[config.mk]
export PLATFORM = sky130hd
export DESIGN_NAME = onchip_mem_dma
export DESIGN_NICKNAME = d
export VERILOG_FILES = /design/src/rtl/onchip_mem_dma.sv
export SDC_FILE = /design/constraint.sdc
export NUM_CORES = 1
export LEC_CHECK = 0
export CAP_MARGIN = 20
export CORE_MARGIN = 10
export CORE_UTILIZATION = 40
export CTS_BUF_LIST = sky130_fd_sc_hd__clkbuf_4 sky130_fd_sc_hd__clkbuf_8 sky130_fd_sc_hd__clkbuf_16
export CTS_CLUSTER_DIAMETER = 120
export DETAILED_ROUTE_END_ITERATION = 12
export GPL_ROUTABILITY_DRIVEN = 0
export GPL_TIMING_DRIVEN = 0
export PLACE_DENSITY = 0.65
export RECOVER_POWER = 100
export SKIP_LAST_GASP = 1
export SLEW_MARGIN = 20
export SYNTH_ARGS = -nofsm -noshare
export SYNTH_HDL_FRONTEND = slang
export SYNTH_SLANG_ARGS = --single-unit
export TNS_END_PERCENT = 10
[constraint.sdc]
create_clock -name clk -period 2.8 [get_ports clk]
set_clock_uncertainty 0.1 [all_clocks]
set_input_delay 0.56 -clock clk [delete_from_list [all_inputs] [get_ports clk]]
set_output_delay 0.56 -clock clk [all_outputs]
set_load 0.03 [all_outputs]
[src/rtl/onchip_mem_dma.sv]
// onchip_mem_dma
//   Avalon-MM master that fills or copies blocks of 32-bit words in a
//   single-port on-chip memory (1-cycle read latency, no waitrequest).
//   Commanded by a start/busy/done handshake.
//
//   Optional feature macro: ONCHIP_MEM_DMA_CHECKSUM_EN adds a 32-bit
//   running sum (mod 2^32) of every word written by the current command.
//
// Ports:
//   clk, reset_n             clock, asynchronous active-low reset
//   start, mode              command strobe (IDLE only), 0 = fill / 1 = copy
//   src_addr, dst_addr       copy source / destination word addresses
//   length                   word count (0 legal)
//   fill_data                fill pattern
//   busy, done               status and single-cycle completion pulse
//   m_address .. m_clken     Avalon-MM master to the memory slave port
//   checksum                 (macro only) sum of written words
//   m_readdata               memory read data, valid 1 cycle after read
module onchip_mem_dma #(
  parameter int ADDR_W = 15,
  parameter int LEN_W  = 16
) (
  input  logic              clk,
  input  logic              reset_n,
  input  logic              start,
  input  logic              mode,
  input  logic [ADDR_W-1:0] src_addr,
  input  logic [ADDR_W-1:0] dst_addr,
  input  logic [LEN_W-1:0]  length,
  input  logic [31:0]       fill_data,
  output logic              busy,
  output logic              done,
  output logic [ADDR_W-1:0] m_address,
  output logic [3:0]        m_byteenable,
  output logic              m_chipselect,
  output logic              m_write,
  output logic [31:0]       m_writedata,
  output logic              m_clken,
`ifdef ONCHIP_MEM_DMA_CHECKSUM_EN
  output logic [31:0]       checksum,
`endif
  input  logic [31:0]       m_readdata
);

  localparam logic [2:0] S_IDLE = 3'd0;
  localparam logic [2:0] S_FILL = 3'd1;
  localparam logic [2:0] S_RD   = 3'd2;
  localparam logic [2:0] S_LAT  = 3'd3;
  localparam logic [2:0] S_WR   = 3'd4;
  localparam logic [2:0] S_DONE = 3'd5;

  logic [2:0]        state;
  logic [ADDR_W-1:0] src_ptr;   // next source address to read
  logic [ADDR_W-1:0] dst_ptr;   // next destination address to write
  logic [LEN_W-1:0]  len_q;
  logic [LEN_W-1:0]  cnt;       // words written so far
  logic              last;

  assign m_clken = 1'b1;

  // The word being written in this cycle is the final one.
  assign last = (cnt + LEN_W'(1)) == len_q;

  // Bus outputs are registered: each state's bus cycle is set up on the
  // edge that enters it. m_writedata doubles as the latched fill pattern
  // (never overwritten during a fill) and as the copy data register.
  always_ff @(posedge clk or negedge reset_n) begin
    if (!reset_n) begin
      state        <= S_IDLE;
      busy         <= 1'b0;
      done         <= 1'b0;
      m_address    <= '0;
      m_byteenable <= '0;
      m_chipselect <= 1'b0;
      m_write      <= 1'b0;
      m_writedata  <= '0;
      src_ptr      <= '0;
      dst_ptr      <= '0;
      len_q        <= '0;
      cnt          <= '0;
`ifdef ONCHIP_MEM_DMA_CHECKSUM_EN
      checksum     <= '0;
`endif
    end else begin
      done <= 1'b0;
      case (state)
        S_IDLE: begin
          if (start) begin
            len_q <= length;
            cnt   <= '0;
`ifdef ONCHIP_MEM_DMA_CHECKSUM_EN
            checksum <= '0;
`endif
            if (length == '0) begin
              state <= S_DONE;
              done  <= 1'b1;
            end else if (!mode) begin
              state        <= S_FILL;
              busy         <= 1'b1;
              m_address    <= dst_addr;
              dst_ptr      <= dst_addr + ADDR_W'(1);
              m_writedata  <= fill_data;
              m_chipselect <= 1'b1;
              m_write      <= 1'b1;
              m_byteenable <= '1;
            end else begin
              state        <= S_RD;
              busy         <= 1'b1;
              m_address    <= src_addr;
              src_ptr      <= src_addr + ADDR_W'(1);
              dst_ptr      <= dst_addr;
              m_chipselect <= 1'b1;
              m_write      <= 1'b0;
              m_byteenable <= '1;
            end
          end
        end

        S_FILL: begin
          cnt <= cnt + LEN_W'(1);
`ifdef ONCHIP_MEM_DMA_CHECKSUM_EN
          checksum <= checksum + m_writedata;
`endif
          if (last) begin
            state        <= S_DONE;
            done         <= 1'b1;
            busy         <= 1'b0;
            m_chipselect <= 1'b0;
            m_write      <= 1'b0;
            m_byteenable <= '0;
          end else begin
            m_address <= dst_ptr;
            dst_ptr   <= dst_ptr + ADDR_W'(1);
          end
        end

        S_RD: begin
          state        <= S_LAT;
          m_chipselect <= 1'b0;
          m_write      <= 1'b0;
          m_byteenable <= '0;
        end

        S_LAT: begin
          state        <= S_WR;
          m_writedata  <= m_readdata;
          m_address    <= dst_ptr;
          dst_ptr      <= dst_ptr + ADDR_W'(1);
          m_chipselect <= 1'b1;
          m_write      <= 1'b1;
          m_byteenable <= '1;
        end

        S_WR: begin
          cnt <= cnt + LEN_W'(1);
`ifdef ONCHIP_MEM_DMA_CHECKSUM_EN
          checksum <= checksum + m_writedata;
`endif
          if (last) begin
            state        <= S_DONE;
            done         <= 1'b1;
            busy         <= 1'b0;
            m_chipselect <= 1'b0;
            m_write      <= 1'b0;
            m_byteenable <= '0;
          end else begin
            state        <= S_RD;
            m_address    <= src_ptr;
            src_ptr      <= src_ptr + ADDR_W'(1);
            m_chipselect <= 1'b1;
            m_write      <= 1'b0;
            m_byteenable <= '1;
          end
        end

        S_DONE: begin
          state <= S_IDLE;
        end

        default: begin
          state        <= S_IDLE;
          busy         <= 1'b0;
          m_chipselect <= 1'b0;
          m_write      <= 1'b0;
          m_byteenable <= '0;
        end
      endcase
    end
  end

endmodule

## After elaboration in Yosys (flattened, before gate mapping)

Cells that the tools add are included.

- Flip-flop bits (word level): 120
- Bits of input ports: 114
- Output and inout port bits: 56

- Add/sub/neg operators: 5
- Equal/unequal tests: 14
- Muxes and demuxes: 47
- Bitwise logic cells: 2
- Reductions and logical operators: 18

Operators with widths:

| cell | number |
|---|---|
| $mux 15 | 13 |
| $mux 32 | 3 |
| $pmux 32 s2 | 1 |
| $add 15x1->15 const B | 4 |
| $pmux 15 s4 | 1 |
| $pmux 15 s3 | 1 |
| $pmux 16 s2 | 1 |
| $pmux 15 s2 | 1 |
| $pmux 4 s5 | 1 |
| $add 16x1->16 const B | 1 |
| $eq 16x16->1 | 1 |
| $logic_not 16->1 | 1 |
| $mux 16 | 1 |
| $mux 4 | 4 |
| $reduce_and 4->1 | 4 |
| $pmux 3 s5 | 1 |
| $ne 2x2->1 const B | 7 |
| $mux 3 | 4 |
| $mux 1 | 10 |
| $reduce_and 5->1 | 2 |
| $eq 3x2->1 const B | 2 |
| $eq 3x3->1 const B | 2 |
| $reduce_and 2->1 | 3 |
| $reduce_bool 2->1 | 3 |
| other kinds (13) | 14 |

## Logic depth before layout (Yosys ltp)

Gate-level depths: netlist (run 1).

- Depth after elaboration: 5
- Mapped depth: 14
- Mapped depth without buffers: 11

## Worst setup path after synthesis (run 1)

Ideal clock, no wire load.

- Path type: reg-to-reg
- Start: register state[1]
- End: register src_ptr[14]
- Data arrival time: 2773 ps
- Required time: 2601 ps
- Setup slack: -172 ps
- Cell stages (with the launch flop): 14
- Cells stage by stage: dfrtp_1 > buf_2 > or3b_4 > buf_2 > mux2i_1 > inv_1 > ha_1 > inv_1 > a221o_1 > nor3_4 > a21boi_4 > nor3_1 > a21o_1 > a311oi_1

- Cells in the longest elaborated chain, start to end: 3
- Elaborated cells between the ends (all ways): 9
- Classes of those cells: eq/ne (5); mux (1); reduce/logical (3)

RTL lines:

| item | RTL line | text |
|---|---|---|
| from (decl) | 52 | `logic [2:0] state;` |
| from (signal assigned) | 69 | `state <= S_IDLE;` |
| from (signal assigned) | 95 | `state <= S_DONE;` |
| from (signal assigned) | 98 | `state <= S_FILL;` |
| $eq 3x3->1 or $logic_not 3->1 (tied branches) | 86 | `case (state)` |
| $ne 2x2->1 (no source line) or $reduce_bool 2->1 (tied branches) | n/a |  |
| $reduce_and 5->1 (no source line) | n/a |  |
| to (signal assigned) | 110 | `src_ptr <= src_addr + ADDR_W'(1);` |
| to (signal assigned) | 169 | `src_ptr <= src_ptr + ADDR_W'(1);` |
| to (decl) | 53 | `logic [ADDR_W-1:0] src_ptr;` |

Parallel ways exist; a longest one is shown, timed or not.
A chain may end at the register's enable or synchronous reset.

## Worst setup path in the final report (run 1)

- Start: input port length[0]
- End: register m_writedata[13]

- Cells in the longest elaborated chain, start to end: 3

RTL lines:

| item | RTL line | text |
|---|---|---|
| from (decl) | 29 | `input logic [LEN_W-1:0] length,` |
| $logic_not 16->1 | 94 | `if (length == '0) begin` |
| $ne 2x2->1 (no source line) | n/a |  |
| $reduce_and 4->1 (no source line) | n/a |  |
| to (signal assigned) | 102 | `m_writedata <= fill_data;` |
| to (signal assigned) | 146 | `m_writedata <= m_readdata;` |
| to (decl) | 37 | `output logic [31:0] m_writedata,` |

Every way passes these cells.

==> out/results.md, run 1 <==
Timing
- **final period utilization** 1.00
- **Max-Slew Margin vs Limit** 0.0991
- **post-layout worst setup margin** -0.00223 ns
- **Min Hold Slack** 0.374 ns
- **maximum operating frequency** 0.357 GHz
- **number of hold-slack violations in the final timing report** 0
- **Finish-stage setup viols** 1
- **Worst Tran Pin Value** 1.35 ns
- **final total negative setup slack** -0.00223 ns
- **time the final worst path needs with I/O delays and setup** 2.80 ns
- **count of final max-slew check failures** 0
- **RSZ-0062 raised after global routing** yes

Clocking
- **number of levels in the clock H-tree** 4
- **buffer type at the clock tree root** sky130_fd_sc_hd__clkbuf_16
- **worst-skew pair later-pin latency** 0.43 ns
- **TritonCTS Buffers** 17
- **clock tree from TritonCTS** yes
- **number of clock sinks** 116
- **clock transition at the register clock pins on the worst setup and hold paths after CTS** 0.06 ns
- **Max Buffers Root-to-Sink** 2

Power
- **Leakage Power** 4.77 nW
- **areal power density over the cells** 451 nW/um2
- **worst supply voltage drop on vdd** 0.408 mV

Floorplanning
- **I/O pin count** 170
- **Row Count** 50
- **Horiz. Die Dim** 158 um
- **placeable core region** 18700 um2
- **height of the die** 158 um
- **die area** 25000 um2
- **initial core utilization** 0.407

Route
- **total detailed-routing wirelength** 26100 um
- **Post-DRT Antenna Nets** 0
- **via density per instance** 5.68
- **drt drc** 0
- **final routed wire length divided by cell count** 19.7 um
- **Initial DRT Pass Iterations** 5
- **initial DRC count** 572
- **via count** 7536

Global route
- **initial antenna violation count** 0
- **largest net degree at the start of global routing** 67
- **overflow left after global routing** 0
- **first-pass GRT wire length** 40700 um
- **overall global routing resource usage** 0.206
- **via count of the first global-routing pass** 7574

Yosys
- **Yosys Warn Count** 0
- **share of flip-flops with an asynchronous set or reset after synthesis** 1.00
- **Syn Inst Count** 874
- **number of storage elements in the synthesis netlist** 116
- **most used standard cells in the synthesized netlist** 116 x sky130_fd_sc_hd__dfrtp_1, 110 x sky130_fd_sc_hd__nand2_1, 76 x sky130_fd_sc_hd__nor2_1
- **number of synthesized flops with an enable pin** 0
- **largest cells by area after synthesis** sky130_fd_sc_hd__dfrtp_1 38%, sky130_fd_sc_hd__mux2i_1 6.8%, sky130_fd_sc_hd__nand2_1 5.4%, sky130_fd_sc_hd__a21oi_1 4.6%, sky130_fd_sc_hd__nor2_1 3.7%
- **most frequent cell after synthesis** sky130_fd_sc_hd__dfrtp_1
- **post-synthesis cell type with the largest combined area** sky130_fd_sc_hd__dfrtp_1
- **ys flop type** sky130_fd_sc_hd__dfrtp_1
- **Yosys top cell area share** 0.381
- **synthesized area** 7620 um2
- **mean instance size in the synthesized netlist** 8.72 um2
- **post-synthesis cell type count** 77
- **part of the Yosys area used for sequential elements** 0.381
- **total nets after synthesis** 992

Place
- **cell area after placement** 9650 um2
- **HPWL Detailed** 19500 um
- **IO Port Bufs** 168

Critical path
- **data arrival time at the worst-slack endpoint** 2.99 ns
- **Critical R2R Launch** state[1]
- **category of the critical setup timing path** input port to flip-flop
- **setup slack, reg-to-reg** 0.02 ns
- **CP Launch Type** input port
- **capture instance of the worst register-to-register path** src_ptr[14]
- **depth of the worst register-to-register path** 12
- **Critical Path Sink Type** flip-flop
- **Required @ worst endpoint** 2.98 ns
- **CP max FO** 10

Cells and area
- **number of inserted diodes** 0
- **area growth from synthesis to final layout** 38.3%
- **Layout Utilization** 0.563
- **layout cells sized above 1** 0.134
- **final standard cell area without fillers** 10500 um2
- **# nets final** 1199

Flow run
- **number of violations of the max-capacitance limit** 0

Hold path
- **Worst Hold Launch** m_address[5]
- **Hold Path Stages** 2
- **capture endpoint of the worst hold path** m_address[5]
- **worst hold path class** flip-flop to flip-flop

Run status
- **status** complete, but fails checks
- **failing checks** setup timing

==> metal layers <==
metal	global-route usage	wire, um	vias to the layer above
met1	0.258	10800	3648
met3	0.0437	1600	36
met2	0.345	13200	257
met5	0	0	-
li1	-	-	3595
met4	0.0701	494	0
==> cell usage in the layout, fill, tap and decap left out, drive strengths merged, types with 6 or more instances in the layout <==
cell	synthesis	final
mux2i	52	52
nor2	76	76
o31ai	11	11
xor2	19	19
o211ai	15	15
nand2	110	110
nor3	13	13
buf	36	53
mux2	31	31
a31oi	8	8
nand2b	9	9
dfrtp	116	116
nand4	13	13
a311oi	6	6
or3	13	13
and3	17	17
a21oi	73	73
o22ai	7	7
inv	12	13
nand3	39	39
dlygate4sd3	0	51
a21o	8	8
clkbuf	29	54
clkdlybuf4s50	0	117
nor4	8	8
o21ai	57	57
xnor2	15	15
==> metrics by stage <==
| stage | std cells | setup slack [ns] | power [mW] |
|---|---|---|---|
| finish | 1327 | -0.00223 | 4.75 |
| global placement | 1276 | -3.79 | 2.32 |
| CTS | 1315 | -0.106 | 4.81 |
| floorplan | 874 | 0.0354 | 1.99 |
| detailed placement | 1277 | -0.786 | 2.32 |
| global route | 1327 | -0.138 | 4.91 |
==> cell type report <==
class / instances / area (um2)
Fill cell: 1711 / 8170
Multi-Input combinational cell: 681 / 4420
Sequential cell: 116 / 2910
Timing Repair Buffer: 189 / 1840
Clock buffer: 22 / 482
Buffer: 64 / 372
Tap cell: 234 / 293
Clock inverter: 9 / 174
Inverter: 12 / 45.0
==> critical path, stage by stage <==
cell and delay, ns:
sky130_fd_sc_hd__clkdlybuf4s50_1 0.52, sky130_fd_sc_hd__nor4_1 0.09, sky130_fd_sc_hd__nand4_1 0.07, sky130_fd_sc_hd__buf_4 0.16
sky130_fd_sc_hd__nand2_1 0.18, sky130_fd_sc_hd__or3_1 0.35, sky130_fd_sc_hd__a21oi_1 0.27, sky130_fd_sc_hd__buf_2 0.26
sky130_fd_sc_hd__buf_1 0.38, sky130_fd_sc_hd__a21oi_1 0.14
==> where the power goes <==
group	internal (mW)	total, mW	leakage [nW]	switching [mW]
combinational	0.275	0.529	3.00	0.255
sequential	1.72	1.76	1.45	0.0352
clock	1.66	2.47	0.327	0.805
==> cell families after synthesis <==
group / synth area share
other cells: 0.000492
fa+ha+maj: 0.00657
simple gates: 0.205
mux: 0.114
compound gates: 0.203
buf+inv: 0.0501
xor+xnor: 0.0391
flops: 0.381
==> worst max path at each step <==
stage | cells after the start | endpoint | slack, ns | from
after floorplan | 13 | src_ptr[14] | 0.04 | state[1]
after global placement | 1 | m_writedata[23] | -3.79 | reset_n
after detailed placement | 8 | src_ptr[13] | -0.79 | length[0]
after CTS | 10 | m_writedata[17] | -0.11 | length[0]
after global routing | 10 | m_writedata[13] | -0.14 | length[3]
final | 10 | m_writedata[13] | -0.002 | length[0]
==> sequential cells by signal, indices dropped and copies added (netlist names) <==
register,count
busy,1
cnt,16
done,1
dst_ptr,15
len_q,16
m_address,15
m_byteenable,1
m_write,1
m_writedata,32
src_ptr,15
state,3
==> timing repair <==
action,CTS,global route
hold buffers,1,0
setup endpoints to repair,81,87
resized for setup,15,24
setup buffers,7,12
pin swaps,4,11
endpoints found under the hold margin,4,0
Note: power is estimated with default switching activity, not from simulation.
==> run 2: changes to the inputs <==
- CORE_UTILIZATION: 40 -> 47
- PLACE_DENSITY: 0.65 -> 0.75
- TNS_END_PERCENT: 10 -> 5
==> run 2 against run 1 <==
The run still ends with setup timing left. Clock-buffer cell count unchanged. Register-to-register slack worse by 0.04 ns. Non-clock buffer count down 4. First-iteration DRC count up 23%. Combinational power about the same. Sequential power about the same. Fmax down 0.75%. Clock power down 6%. Sequential share of layout area up 0.27 points. Die area down 13%. Sequential cell count unchanged.
==> out/results.md, run 2 (synthesis results as in run 1) <==
Run status
- **status** complete, but fails checks
- **failing checks** setup timing

Hold path
- **worst hold path class** flip-flop to flip-flop

Cells and area
- **area growth from synthesis to final layout** 36.9%
- **# nets final** 1195
- **Layout Utilization** 0.657
- **layout cells sized above 1** 0.132
- **register name with the most flops** m_writedata
- **multi-input gate area in the final layout** 4420 um2
- **combined flip-flop and latch cell area** 2910 um2
- **most frequent standard cell in the layout excluding fill and tap cells** sky130_fd_sc_hd__dfrtp_1
- **number of flip-flops under the largest register name** 32
- **total of fill cells in the finished design** 1313
- **number of inserted diodes** 0
- **most used cells in the layout excluding fill and tap cells** 114 x sky130_fd_sc_hd__dfrtp_1, 111 x sky130_fd_sc_hd__clkdlybuf4s50_1, 110 x sky130_fd_sc_hd__nand2_1
- **final instance count without filler cells** 1306
- **leading registers by flop count** m_writedata x32, cnt x16, len_q x16

Critical path
- **data arrival time at the worst-slack endpoint** 3.01 ns
- **Slowest cell on crit path** sky130_fd_sc_hd__dfrtp_2
- **max incr delay on CP** 0.43 ns
- **CP Launch Type** flip-flop
- **crit path buf inv count** 1
- **Required @ worst endpoint** 2.99 ns
- **CP max FO** 10
- **Critical Path Sink Type** flip-flop
- **Critical Path, Cell by Cell** ha_4 -> nand3_4 -> o211a_1 -> nor4_1 -> and4b_1 -> nand4_4 -> and2_4 -> buf_2 -> a21boi_0 -> a311oi_2
- **category of the critical setup timing path** flip-flop to flip-flop
- **CP delay by family, top** simple AND/OR/NAND/NOR gates

Power
- **worst supply voltage drop on vdd** 0.450 mV
- **Leakage Power** 4.72 nW
- **areal power density over the cells** 441 nW/um2

Timing
- **number of hold-slack violations in the final timing report** 0
- **RSZ-0062 raised after global routing** yes
- **Worst Tran Pin Value** 1.20 ns
- **count of final max-slew check failures** 0
- **time the final worst path needs with I/O delays and setup** 2.82 ns
- **Max-Slew Margin vs Limit** 0.201
- **maximum operating frequency** 0.354 GHz
- **Finish-stage setup viols** 4
- **final total negative setup slack** -0.0407 ns
- **post-layout worst setup margin** -0.0235 ns
- **final period utilization** 1.01

Global route
- **overflow left after global routing** 0
- **initial antenna violation count** 0
- **largest net degree at the start of global routing** 71
- **via count of the first global-routing pass** 7455
- **overall global routing resource usage** 0.227
- **first-pass GRT wire length** 39900 um

Route
- **Post-DRT Antenna Nets** 0
- **final routed wire length divided by cell count** 19.3 um
- **Initial DRT Pass Iterations** 5
- **via density per instance** 5.83
- **initial DRC count** 705
- **via count** 7609
- **drt drc** 0
- **total detailed-routing wirelength** 25200 um

Place
- **HPWL Detailed** 18700 um
- **Placed Cells** 1259
- **IO Port Bufs** 168

Floorplanning
- **die area** 21700 um2
- **initial core utilization** 0.480
- **I/O pin count** 170
- **placeable core region** 15900 um2
- **height of the die** 147 um
- **Horiz. Die Dim** 147 um
- **Row Count** 46

Clocking
- **buffer type at the clock tree root** sky130_fd_sc_hd__clkbuf_16
- **worst-skew pair later-pin latency** 0.42 ns
- **number of levels in the clock H-tree** 4
- **clock tree from TritonCTS** yes
- **Max Buffers Root-to-Sink** 2
- **clock transition at the register clock pins on the worst setup and hold paths after CTS** 0.05 ns
- **number of clock sinks** 116
- **TritonCTS Buffers** 17

Flow run
- **number of violations of the max-capacitance limit** 0

run 2: cell count changes in the layout (fill, tap and decap cells not counted), sizes merged:
cell	delta
clkinv	+2
bufinv	-1
buf	-5
dlygate4sd3	+6
clkdlybuf4s50	-6
clkbuf	+1
run 2: worst paths after layout:
kind | from | endpoint | slack, ns | cells after the start
setup reg to reg | cnt[0] | src_ptr[14] | -0.02 | 10
max in group asynchronous | reset_n | dst_ptr[10] | 0.25 | 3
hold reg to reg | m_address[5] | m_address[5] | 0.38 | 2
setup / recovery | cnt[0] | src_ptr[14] | -0.02 | 10
min in group asynchronous | reset_n | cnt[3] | 0.82 | 2
hold / removal | m_address[5] | m_address[5] | 0.38 | 2
run 2: worst min-delay path: stages (launching register included):
cell and delay, ns:
sky130_fd_sc_hd__dfrtp_1 0.34, sky130_fd_sc_hd__nand2_1 0.05, sky130_fd_sc_hd__o21ai_0 0.06
run 2: per-stage QoR:
step | instance area, um2 | setup slack, ns | hold WS (ns) | total power [mW]
4_1_cts | 10400 | -0.110 | 0.388 | 4.65
5_1_grt | 10400 | -0.129 | 0.403 | 4.76
2_1_floorplan | 7650 | 0.0354 | 0.164 | 1.99
3_5_place_dp | 9630 | -0.821 | 0.376 | 2.32
3_3_place_gp | 9600 | -3.73 | 0.363 | 2.31
6_report | 10400 | -0.0235 | 0.378 | 4.60
run 2: what timing repair did:
action,4_1_cts,5_1_grt
hold endpoints to repair,36,0
resized for setup,16,17
hold buffers,1,0
cloned,0,0
buffers inserted,7,8
pin swaps,6,7
setup endpoints to repair,80,86
run 2: area by class of cell:
type / count / share of cell area
multi-input combinational: 681 / 0.424
sequential: 116 / 0.279
timing repair buffer: 185 / 0.173
clock buffer: 22 / 0.0450
buffer: 64 / 0.0347
tap: 216 / 0.0259
clock inverter: 10 / 0.0148
inverter: 12 / 0.00432
run 2: report_power, final:
part           leakage [nW]  internal, mW  switching (mW)  total [mW]
registers              1.45          1.72          0.0348        1.76
clock network         0.316          1.54           0.778        2.32
logic                  2.95         0.274           0.252       0.526
run 2: routing by layer:
layer / GRT usage / share of wire / routed length (um) / vias up
met5: 0 / 0 / 0 / -
met4: 0.0798 / 0.023 / 585 / 0
met3: 0.0550 / 0.069 / 1730 / 51
met2: 0.374 / 0.50 / 12600 / 311
met1: 0.282 / 0.41 / 10300 / 3652
li1: - / - / - / 3595
